File: config.mk
export PLATFORM = sky130hd
export DESIGN_NAME = trap_csr_unit_flat
export DESIGN_NICKNAME = d
export VERILOG_FILES = /design/src/rtl/trap_csr_unit_pkg.sv /design/src/rtl/trap_csr_unit_if.sv /design/src/rtl/trap_csr_unit_csr_file.sv /design/src/rtl/trap_csr_unit.sv /design/src/flat_wrapper.sv
export SDC_FILE = /design/constraint.sdc
export NUM_CORES = 1
export LEC_CHECK = 0
export ABC_AREA = 1
export CAP_MARGIN = 0
export CORE_ASPECT_RATIO = 0.7
export CORE_MARGIN = 2
export CORE_UTILIZATION = 35
export DETAILED_ROUTE_END_ITERATION = 6
export SYNTH_ARGS = -nofsm -noshare
export SYNTH_HDL_FRONTEND = slang
export SYNTH_HIERARCHICAL = 1
export SYNTH_SLANG_ARGS = --single-unit
File: constraint.sdc
create_clock -name clk -period 7 [get_ports clk]
set_input_delay 1.4 -clock clk [delete_from_list [all_inputs] [get_ports clk]]
set_output_delay 1.4 -clock clk [all_outputs]
set_load 0.01 [all_outputs]
File: src/rtl/trap_csr_unit_pkg.sv
// ============================================================================
//  Module      : trap_csr_unit_pkg
//  Description : CSR addresses, trap cause codes, mstatus bit positions and
//                sequencer state encoding shared by the trap/CSR unit.
//  Revision    : 1.0
// ============================================================================
`default_nettype none

package trap_csr_unit_pkg;

    localparam logic [11:0] CSR_MSTATUS  = 12'h300;
    localparam logic [11:0] CSR_MTVEC    = 12'h305;
    localparam logic [11:0] CSR_MSCRATCH = 12'h340;
    localparam logic [11:0] CSR_MEPC     = 12'h341;
    localparam logic [11:0] CSR_MCAUSE   = 12'h342;
    localparam logic [11:0] CSR_MTVAL    = 12'h343;
    localparam logic [11:0] CSR_MCYCLE   = 12'hB00;
    localparam logic [11:0] CSR_MHARTID  = 12'hF14;

    localparam logic [31:0] CAUSE_ILLEGAL = 32'd2;
    localparam logic [31:0] CAUSE_ECALL   = 32'd11;

    localparam int MSTATUS_MIE  = 3;
    localparam int MSTATUS_MPIE = 7;

    localparam logic [1:0] CSR_OP_RW = 2'b01;
    localparam logic [1:0] CSR_OP_RS = 2'b10;
    localparam logic [1:0] CSR_OP_RC = 2'b11;

    localparam logic [0:0] ST_IDLE     = 1'b0;
    localparam logic [0:0] ST_REDIRECT = 1'b1;

    function automatic logic csr_implemented(input logic [11:0] addr);
        case (addr)
            CSR_MSTATUS, CSR_MTVEC, CSR_MSCRATCH, CSR_MEPC,
            CSR_MCAUSE, CSR_MTVAL, CSR_MCYCLE, CSR_MHARTID: csr_implemented = 1'b1;
            default:                                        csr_implemented = 1'b0;
        endcase
    endfunction

endpackage

`default_nettype wire

File: src/rtl/trap_csr_unit_if.sv
// ============================================================================
//  Module      : trap_csr_unit_if
//  Description : E-stage CSR/trap request bundle and pipeline control returns.
//  Revision    : 1.0
// ============================================================================
`default_nettype none

interface trap_csr_unit_if;
    logic        valid_E;
    logic        stall_E;
    logic        Is_ECALL_E;
    logic        Is_MRET_E;
    logic        Illegal_Instr_E;
    logic        CSRWrite_E;
    logic [2:0]  csr_funct3_E;
    logic [11:0] csr_addr_E;
    logic        csr_rs1_zero_E;
    logic [31:0] csr_src_E;
    logic [31:0] PC_E;
    logic [31:0] Instr_E;
    logic [31:0] csr_rdata_E;
    logic        flush_DE;
    logic        trap_busy;
    logic        pc_redirect;
    logic [31:0] pc_target;

    modport master (
        output valid_E, stall_E, Is_ECALL_E, Is_MRET_E, Illegal_Instr_E, CSRWrite_E,
               csr_funct3_E, csr_addr_E, csr_rs1_zero_E, csr_src_E, PC_E, Instr_E,
        input  csr_rdata_E, flush_DE, trap_busy, pc_redirect, pc_target
    );

    modport slave (
        input  valid_E, stall_E, Is_ECALL_E, Is_MRET_E, Illegal_Instr_E, CSRWrite_E,
               csr_funct3_E, csr_addr_E, csr_rs1_zero_E, csr_src_E, PC_E, Instr_E,
        output csr_rdata_E, flush_DE, trap_busy, pc_redirect, pc_target
    );
endinterface

`default_nettype wire

File: src/rtl/trap_csr_unit_csr_file.sv
// ============================================================================
//  Module      : trap_csr_unit_csr_file
//  Description : Machine-mode CSR storage, read mux, RW/RS/RC merge, mcycle.
//  Revision    : 1.0
// ============================================================================
`default_nettype none

module trap_csr_unit_csr_file
    import trap_csr_unit_pkg::*;
#(
    parameter logic [31:0] MTVEC_RESET = 32'h0000_0100,
    parameter logic [31:0] HART_ID     = 32'd0
) (
    input  logic        clk,
    input  logic        reset,
    input  logic [11:0] addr,
    output logic [31:0] rdata,
    output logic        addr_ok,
    input  logic        csr_we,
    input  logic [1:0]  csr_op,
    input  logic [31:0] csr_src,
    input  logic        trap_en,
    input  logic [31:0] trap_cause,
    input  logic [31:0] trap_pc,
    input  logic [31:0] trap_tval,
    input  logic        mret_en,
    output logic [31:0] mtvec_base,
    output logic [31:0] mepc_aligned
);

    logic        r_mie;
    logic        r_mpie;
    logic [31:0] r_mtvec;
    logic [31:0] r_mscratch;
    logic [31:0] r_mepc;
    logic [31:0] r_mcause;
    logic [31:0] r_mtval;
    logic [31:0] r_mcycle;
    logic [31:0] w_wdata;

    assign addr_ok      = csr_implemented(addr);
    assign mtvec_base   = r_mtvec & ~32'h3;
    assign mepc_aligned = r_mepc & ~32'h3;

    always_comb begin
        rdata = 32'd0;
        case (addr)
            CSR_MSTATUS: begin
                rdata                 = 32'h0000_1800;
                rdata[MSTATUS_MIE]    = r_mie;
                rdata[MSTATUS_MPIE]   = r_mpie;
            end
            CSR_MTVEC:    rdata = mtvec_base;
            CSR_MSCRATCH: rdata = r_mscratch;
            CSR_MEPC:     rdata = mepc_aligned;
            CSR_MCAUSE:   rdata = r_mcause;
            CSR_MTVAL:    rdata = r_mtval;
            CSR_MCYCLE:   rdata = r_mcycle;
            CSR_MHARTID:  rdata = HART_ID;
            default:      rdata = 32'd0;
        endcase
    end

    // Merge uses the architecturally visible old value (masked fields included).
    always_comb begin
        w_wdata = rdata;
        case (csr_op)
            CSR_OP_RW: w_wdata = csr_src;
            CSR_OP_RS: w_wdata = rdata | csr_src;
            CSR_OP_RC: w_wdata = rdata & ~csr_src;
            default:   w_wdata = rdata;
        endcase
    end

    always_ff @(posedge clk) begin
        if (reset) begin
            r_mie      <= 1'b0;
            r_mpie     <= 1'b0;
            r_mtvec    <= MTVEC_RESET;
            r_mscratch <= 32'd0;
            r_mepc     <= 32'd0;
            r_mcause   <= 32'd0;
            r_mtval    <= 32'd0;
            r_mcycle   <= 32'd0;
        end else begin
            r_mcycle <= r_mcycle + 32'd1;
            if (trap_en) begin
                r_mepc   <= trap_pc;
                r_mcause <= trap_cause;
                r_mtval  <= trap_tval;
                r_mpie   <= r_mie;
                r_mie    <= 1'b0;
            end else if (mret_en) begin
                r_mie    <= r_mpie;
                r_mpie   <= 1'b1;
            end else if (csr_we) begin
                // A software write to mcycle overrides the increment above.
                case (addr)
                    CSR_MSTATUS: begin
                        r_mie  <= w_wdata[MSTATUS_MIE];
                        r_mpie <= w_wdata[MSTATUS_MPIE];
                    end
                    CSR_MTVEC:    r_mtvec    <= w_wdata;
                    CSR_MSCRATCH: r_mscratch <= w_wdata;
                    CSR_MEPC:     r_mepc     <= w_wdata;
                    CSR_MCAUSE:   r_mcause   <= w_wdata;
                    CSR_MTVAL:    r_mtval    <= w_wdata;
                    CSR_MCYCLE:   r_mcycle   <= w_wdata;
                    default: ;
                endcase
            end
        end
    end

endmodule

`default_nettype wire

File: src/rtl/trap_csr_unit.sv
// ============================================================================
//  Module      : trap_csr_unit
//  Description : E-stage trap/MRET sequencer with redirect FSM around the CSR file.
//  Revision    : 1.0
// ============================================================================
`default_nettype none

module trap_csr_unit
    import trap_csr_unit_pkg::*;
#(
    parameter logic [31:0] MTVEC_RESET = 32'h0000_0100,
    parameter logic [31:0] HART_ID     = 32'd0
) (
    input  logic           clk,
    input  logic           reset,
    trap_csr_unit_if.slave bus
);

    logic [0:0]  r_state;
    logic [0:0]  w_state_next;
    logic [31:0] r_pc_target;
    logic        w_act;
    logic [1:0]  w_op;
    logic        w_write_attempt;
    logic        w_addr_ok;
    logic        w_csr_illegal;
    logic        w_illegal;
    logic        w_trap;
    logic        w_mret;
    logic        w_csr_we;
    logic [31:0] w_mtvec_base;
    logic [31:0] w_mepc_aligned;
    logic        w_unused;

    // funct3[2] only selects register vs. immediate source, already folded into csr_src_E.
    assign w_unused = bus.csr_funct3_E[2];

    assign w_act           = bus.valid_E & ~bus.stall_E & (r_state == ST_IDLE);
    assign w_op            = bus.csr_funct3_E[1:0];
    assign w_write_attempt = (w_op == CSR_OP_RW) |
                             (((w_op == CSR_OP_RS) | (w_op == CSR_OP_RC)) & ~bus.csr_rs1_zero_E);
    assign w_csr_illegal   = bus.CSRWrite_E &
                             (~w_addr_ok | (w_write_attempt & (bus.csr_addr_E[11:10] == 2'b11)));
    assign w_illegal       = bus.Illegal_Instr_E | w_csr_illegal;
    assign w_trap          = w_act & (w_illegal | bus.Is_ECALL_E);
    assign w_mret          = w_act & ~w_illegal & ~bus.Is_ECALL_E & bus.Is_MRET_E;
    assign w_csr_we        = w_act & ~w_illegal & ~bus.Is_ECALL_E & ~bus.Is_MRET_E &
                             bus.CSRWrite_E & w_write_attempt;

    trap_csr_unit_csr_file #(
        .MTVEC_RESET (MTVEC_RESET),
        .HART_ID     (HART_ID)
    ) u_csr_file (
        .clk          (clk),
        .reset        (reset),
        .addr         (bus.csr_addr_E),
        .rdata        (bus.csr_rdata_E),
        .addr_ok      (w_addr_ok),
        .csr_we       (w_csr_we),
        .csr_op       (w_op),
        .csr_src      (bus.csr_src_E),
        .trap_en      (w_trap),
        .trap_cause   (w_illegal ? CAUSE_ILLEGAL : CAUSE_ECALL),
        .trap_pc      (bus.PC_E),
        .trap_tval    (w_illegal ? bus.Instr_E : 32'd0),
        .mret_en      (w_mret),
        .mtvec_base   (w_mtvec_base),
        .mepc_aligned (w_mepc_aligned)
    );

    always_ff @(posedge clk) begin
        if (reset) begin
            r_state <= ST_IDLE;
        end else begin
            r_state <= w_state_next;
        end
    end

    always_comb begin
        w_state_next = r_state;
        case (r_state)
            ST_IDLE:     if (w_trap | w_mret) w_state_next = ST_REDIRECT;
            ST_REDIRECT: w_state_next = ST_IDLE;
            default:     w_state_next = ST_IDLE;
        endcase
    end

    always_comb begin
        bus.flush_DE    = 1'b0;
        bus.trap_busy   = 1'b0;
        bus.pc_redirect = 1'b0;
        case (r_state)
            ST_IDLE:     bus.flush_DE = w_trap | w_mret;
            ST_REDIRECT: begin
                bus.flush_DE    = 1'b1;
                bus.trap_busy   = 1'b1;
                bus.pc_redirect = 1'b1;
            end
            default: ;
        endcase
    end

    always_ff @(posedge clk) begin
        if (reset) begin
            r_pc_target <= 32'd0;
        end else if (w_trap) begin
            r_pc_target <= w_mtvec_base;
        end else if (w_mret) begin
            r_pc_target <= w_mepc_aligned;
        end
    end

    assign bus.pc_target = r_pc_target;

endmodule

`default_nettype wire
File: src/flat_wrapper.sv
// flat-port wrapper written by rule: the top's interface ports become plain ports
module trap_csr_unit_flat import trap_csr_unit_pkg::*;
#(
    parameter logic [31:0] MTVEC_RESET = 32'h0000_0100,
    parameter logic [31:0] HART_ID     = 32'd0
)
  (clk, reset, bus_valid_E, bus_stall_E, bus_Is_ECALL_E, bus_Is_MRET_E, bus_Illegal_Instr_E, bus_CSRWrite_E, bus_csr_funct3_E, bus_csr_addr_E, bus_csr_rs1_zero_E, bus_csr_src_E, bus_PC_E, bus_Instr_E, bus_csr_rdata_E, bus_flush_DE, bus_trap_busy, bus_pc_redirect, bus_pc_target);
  trap_csr_unit_if bus_i ();
  input  logic clk;
  input  logic reset;
  input wire logic [$bits(bus_i.valid_E)-1:0] bus_valid_E;
  input wire logic [$bits(bus_i.stall_E)-1:0] bus_stall_E;
  input wire logic [$bits(bus_i.Is_ECALL_E)-1:0] bus_Is_ECALL_E;
  input wire logic [$bits(bus_i.Is_MRET_E)-1:0] bus_Is_MRET_E;
  input wire logic [$bits(bus_i.Illegal_Instr_E)-1:0] bus_Illegal_Instr_E;
  input wire logic [$bits(bus_i.CSRWrite_E)-1:0] bus_CSRWrite_E;
  input wire logic [$bits(bus_i.csr_funct3_E)-1:0] bus_csr_funct3_E;
  input wire logic [$bits(bus_i.csr_addr_E)-1:0] bus_csr_addr_E;
  input wire logic [$bits(bus_i.csr_rs1_zero_E)-1:0] bus_csr_rs1_zero_E;
  input wire logic [$bits(bus_i.csr_src_E)-1:0] bus_csr_src_E;
  input wire logic [$bits(bus_i.PC_E)-1:0] bus_PC_E;
  input wire logic [$bits(bus_i.Instr_E)-1:0] bus_Instr_E;
  output wire logic [$bits(bus_i.csr_rdata_E)-1:0] bus_csr_rdata_E;
  output wire logic [$bits(bus_i.flush_DE)-1:0] bus_flush_DE;
  output wire logic [$bits(bus_i.trap_busy)-1:0] bus_trap_busy;
  output wire logic [$bits(bus_i.pc_redirect)-1:0] bus_pc_redirect;
  output wire logic [$bits(bus_i.pc_target)-1:0] bus_pc_target;
  assign bus_i.valid_E = bus_valid_E;
  assign bus_i.stall_E = bus_stall_E;
  assign bus_i.Is_ECALL_E = bus_Is_ECALL_E;
  assign bus_i.Is_MRET_E = bus_Is_MRET_E;
  assign bus_i.Illegal_Instr_E = bus_Illegal_Instr_E;
  assign bus_i.CSRWrite_E = bus_CSRWrite_E;
  assign bus_i.csr_funct3_E = bus_csr_funct3_E;
  assign bus_i.csr_addr_E = bus_csr_addr_E;
  assign bus_i.csr_rs1_zero_E = bus_csr_rs1_zero_E;
  assign bus_i.csr_src_E = bus_csr_src_E;
  assign bus_i.PC_E = bus_PC_E;
  assign bus_i.Instr_E = bus_Instr_E;
  assign bus_csr_rdata_E = bus_i.csr_rdata_E;
  assign bus_flush_DE = bus_i.flush_DE;
  assign bus_trap_busy = bus_i.trap_busy;
  assign bus_pc_redirect = bus_i.pc_redirect;
  assign bus_pc_target = bus_i.pc_target;
  trap_csr_unit #(.MTVEC_RESET(MTVEC_RESET), .HART_ID(HART_ID)) u_core (.clk(clk), .reset(reset), .bus(bus_i));
endmodule
==> results by group <==
Setup path
  – Path depth of the worst reg2reg path: 18
  – Flop-to-flop setup slack: around 3.6 ns
  – Req. time, crit path: roughly 5.6 ns
  – Setup Crit Path Kind: in2out
  – Highest-delay cell along the critical path: sky130_fd_sc_hd__nor2_1
  – Worst setup SP type: primary input
  – Maximum net fanout on the critical path: 7
  – Endpoint of the worst-slack reg-to-reg timing path: u_core/u_csr_file/r_mcycle[18]
  – Crit end category: output pin
  – Arrival time at the worst endpoint: roughly 4.5 ns
  – R2R Path Start: u_core/r_state
  – Most frequent cell on the critical path: sky130_fd_sc_hd__nand2_1
  – Worst stage delay on the critical path: 0.50 ns
  – Cell breakdown of the critical path: clkdlybuf4s50_1, inv_1, nand2_1, nor2_1, nand2_1, nor2_1, nor4_1, nand4_1, nand2_1, nand2_1, nand3_2, o21ai_4, nand2_1, clkdlybuf4s50_1

Logic synthesis
  – Post-synth top flop: sky130_fd_sc_hd__dfxtp_1
  – Synth Area in Compound Gates: 0.134
  – Async set-reset flop share out of synthesis: 0
  – Register bit count reported by yosys: between 200 and 250
  – Xor and xnor area share after synthesis: 0.00694
  – Avg Inst Size Synth: approximately 6 um^2
  – Largest family of logic cells by synthesized area: simple AND/OR/NAND/NOR gates
  – Seq/Total Area, Yosys: 0.321
  – Largest cells by area after synthesis: sky130_fd_sc_hd__dfxtp_1 32%, sky130_fd_sc_hd__nand2_1 17%, sky130_fd_sc_hd__nand3_1 12%
  – Portion of netlist area occupied by mux cells: 0
  – Synth Instances: about 2300
  – Largest area contributor in the netlist: sky130_fd_sc_hd__dfxtp_1
  – Proportion of netlist area held by the largest area contributor: 0.321
  – Summed instance area of the synthesized netlist: 13900 um^2
  – Adder-cell share of the synthesized area: 0.000901
  – Share of synthesized cell area in and, or, nand and nor gates: 0.380
  – Yosys warns: 6
  – Post-synth EDFFs: 0
  – Number of distinct standard cells referenced by the synthesized netlist: 39

Timing
  – Post-route fraction of the period consumed by the critical path: 0.842
  – Unrepaired setup endpoints after global routing: no
  – Final Max Slew Viols: 0
  – Max-slew headroom: 0.265
  – Final hold violation count: 0
  – Fmax: 0.170 GHz
  – Final count of negative-setup-slack endpoints: 0
  – Post-route minimum period: just under 6 ns
  – Clock skew after layout: 0.0127 ns
  – Setup TNS: 0 ns
  – Worst slew pin tran: 1.10 ns

Clock network
  – Setup Buffers After CTS: 0
  – Inserted Clock Buffers: 25
  – Count of hold-fix buffers inserted at cts: 0
  – Resize count post-CTS: 0
  – Level count of the clock H-tree: 1
  – Clock tree sinks: around 220
  – Master cell of the clock root buffer: sky130_fd_sc_hd__clkbuf_16
  – Maximum buffer depth of the clock tree: 3
  – Skew-Pair Late Insertion Delay: around 0.54 ns
  – TritonCTS clock tree: built
  – Reg clk slew, reported paths: roughly 0.06 ns

Min path
  – Launch point of the worst hold path: u_core/u_csr_file/r_mpie
  – Worst min-delay path endpoint: u_core/u_csr_file/r_mpie
  – Number of stages on the worst hold path: 2
  – Worst Hold Class: reg2reg

Detailed routing
  – DRC violation count after routing: 0
  – Post-DR vias/cell: 5.11
  – Number of nets with antenna violations after routing: 0
  – Vias: 15497
  – Drt wl/cell: ~18 um
  – Iteration-0 DRC count of the detailed router: about 1500
  – Final wirelength: approximately 53000 um
  – Iteration count of the initial detailed-routing pass: 5

Power
  – Static power due to leakage: 8.11 nW
  – Tot Pwr: 3.14 mW
  – Cell Pwr Density: roughly 190 nW/um^2
  – Worst VDD drop: between 100 and 150 uV

Cells and area
  – Total of fill cells in the finished design: between 4000 and 5000
  – Net count reported at finish: 2598
  – Most common cell after layout, fill and taps aside: sky130_fd_sc_hd__nand2_1
  – Most used cells in the layout excluding fill and tap cells: 626 x sky130_fd_sc_hd__nand2_1, 368 x sky130_fd_sc_hd__inv_1, 333 x sky130_fd_sc_hd__nand3_1
  – Final core utilization: 0.430
  – Share of post-route cells with drive strength above 1: 0.0537
  – Antenna diode count: 0
  – Non-Filler Cell Area, Final: around 17000 um^2
  – Synthesis-to-finish area growth: 21.8%

GRT
  – Vias in the first global route: between 10000 and 15000
  – Overflow left after global routing: 0
  – Maximum number of pins on one net before global-route repair: around 110
  – Global-route wire length before repair: 81600 um
  – Antenna violations before repair: 0
  – Total GRT Usage: 0.251

Floorplanning
  – Floorplan core area: 39400 um^2
  – FP Rows: just over 60
  – Die Width: 242 um
  – Die Area: a little over 40000 um^2
  – Height of the chip: ~170 um
  – IO Pins: about 190
  – Initial core utilization: 0.353

Placed design
  – Number of buffers added on ports: around 180
  – GP Congestion: 0.961
  – DP HPWL: about 37000 um
  – Placed cell area: between 15000 and 20000 um^2

Outcome
  – Run status: finished, final reports clean

Run
  – Count of max-cap constraint violations: 0
[sequential cells by signal, indices dropped and copies added, names as in the netlist]
| name | flops |
|---|---|
| u_core/bus.pc_target | 32 |
| u_core/u_csr_file/r_mcause | 32 |
| u_core/u_csr_file/r_mcycle | 32 |
| u_core/u_csr_file/r_mscratch | 32 |
| u_core/u_csr_file/r_mtval | 32 |
| u_core/u_csr_file/r_mepc | 30 |
| u_core/u_csr_file/r_mtvec | 30 |
| u_core/r_state | 1 |
| u_core/u_csr_file/r_mie | 1 |
| u_core/u_csr_file/r_mpie | 1 |
[synthesized netlist by cell type, types with 4 or more instances]
library cell               number
sky130_fd_sc_hd__buf_2         41
sky130_fd_sc_hd__o21ai_0      137
sky130_fd_sc_hd__dfxtp_1      223
sky130_fd_sc_hd__clkbuf_1      62
sky130_fd_sc_hd__nand2_2       25
sky130_fd_sc_hd__o21bai_1      27
sky130_fd_sc_hd__buf_1          8
sky130_fd_sc_hd__nor4_1         4
sky130_fd_sc_hd__nor3_1        14
sky130_fd_sc_hd__nand4_1       12
sky130_fd_sc_hd__buf_6          8
sky130_fd_sc_hd__o211ai_1       4
sky130_fd_sc_hd__nand2_1      626
sky130_fd_sc_hd__nand3b_1       5
sky130_fd_sc_hd__nor2_1       189
sky130_fd_sc_hd__xor2_1         6
sky130_fd_sc_hd__nand3_1      333
sky130_fd_sc_hd__a21oi_1      157
sky130_fd_sc_hd__buf_4         20
sky130_fd_sc_hd__inv_2         12
sky130_fd_sc_hd__o21ai_1       23
sky130_fd_sc_hd__nor2_2         7
sky130_fd_sc_hd__xnor2_1        5
sky130_fd_sc_hd__nor2_4         8
sky130_fd_sc_hd__inv_1        371
[report_power, final]
part	total, mW	switching [mW]	internal (mW)
sequential	1.33	0.0232	1.31
combinational	0.408	0.254	0.154
clock	1.41	0.563	0.842
total	3.14	0.840	2.30
[worst max-delay path, delay by kind of cell]
family / cells / cell delay, ns
simple gates: 10 / 1.84
buf+inv: 3 / 1.04
compound gates: 1 / 0.21
[worst max path at each step]
stage	from	slack, ns	endpoint	cells past startpoint
3_3_place_gp	bus_csr_addr_E[11]	1.22	bus_flush_DE	14
2_1_floorplan	bus_csr_addr_E[1]	2.59	bus_flush_DE	15
5_1_grt	bus_csr_addr_E[11]	0.93	bus_flush_DE	14
4_1_cts	bus_csr_addr_E[11]	1.19	bus_flush_DE	14
6_report	bus_csr_addr_E[11]	1.11	bus_flush_DE	14
3_5_place_dp	bus_csr_addr_E[3]	1.17	u_core/u_csr_file/r_mpie	23
[per-stage QoR]
stage / cells / setup slack, ns / hold WS (ns)
after global routing: 3030 / 0.927 / 0.532
after floorplan: 2377 / 2.59 / 0.458
after global placement: 2985 / 1.22 / 0.473
after detailed placement: 2985 / 1.17 / 0.482
after CTS: 3030 / 1.19 / 0.492
final: 3030 / 1.11 / 0.498
[logic make-up (layout without fill, tap and decap cells)]
kind of cell / count (synthesis) / count (layout)
and+or+nand+nor: 1229 / 1229
buffers and inverters: 525 / 643
AOI/OAI and AO/OA: 354 / 354
DFF: 223 / 223
xor gates and xnor gates: 11 / 11
other: 3 / 34
adders and majority gates: 1 / 1
[area by class of cell]
| class | count | area (um^2) | share of cell area |
|---|---|---|---|
| Multi-Input combinational cell | 1629 | 7410 | 0.438 |
| Sequential cell | 223 | 4460 | 0.264 |
| Timing Repair Buffer | 213 | 2070 | 0.122 |
| Inverter | 385 | 1450 | 0.0855 |
| Clock buffer | 37 | 741 | 0.0438 |
| Tap cell | 535 | 669 | 0.0396 |
| Clock inverter | 8 | 121 | 0.00717 |
[routing by layer]
layer / up-vias / GRT usage / share of wire
li1: 7558 / - / -
met1: 7192 / 0.347 / 0.45
met2: 638 / 0.395 / 0.43
met3: 109 / 0.0365 / 0.075
met4: 0 / 0.0974 / 0.038
met5: - / 0 / 0
Note: power is estimated with default switching activity, not from simulation.
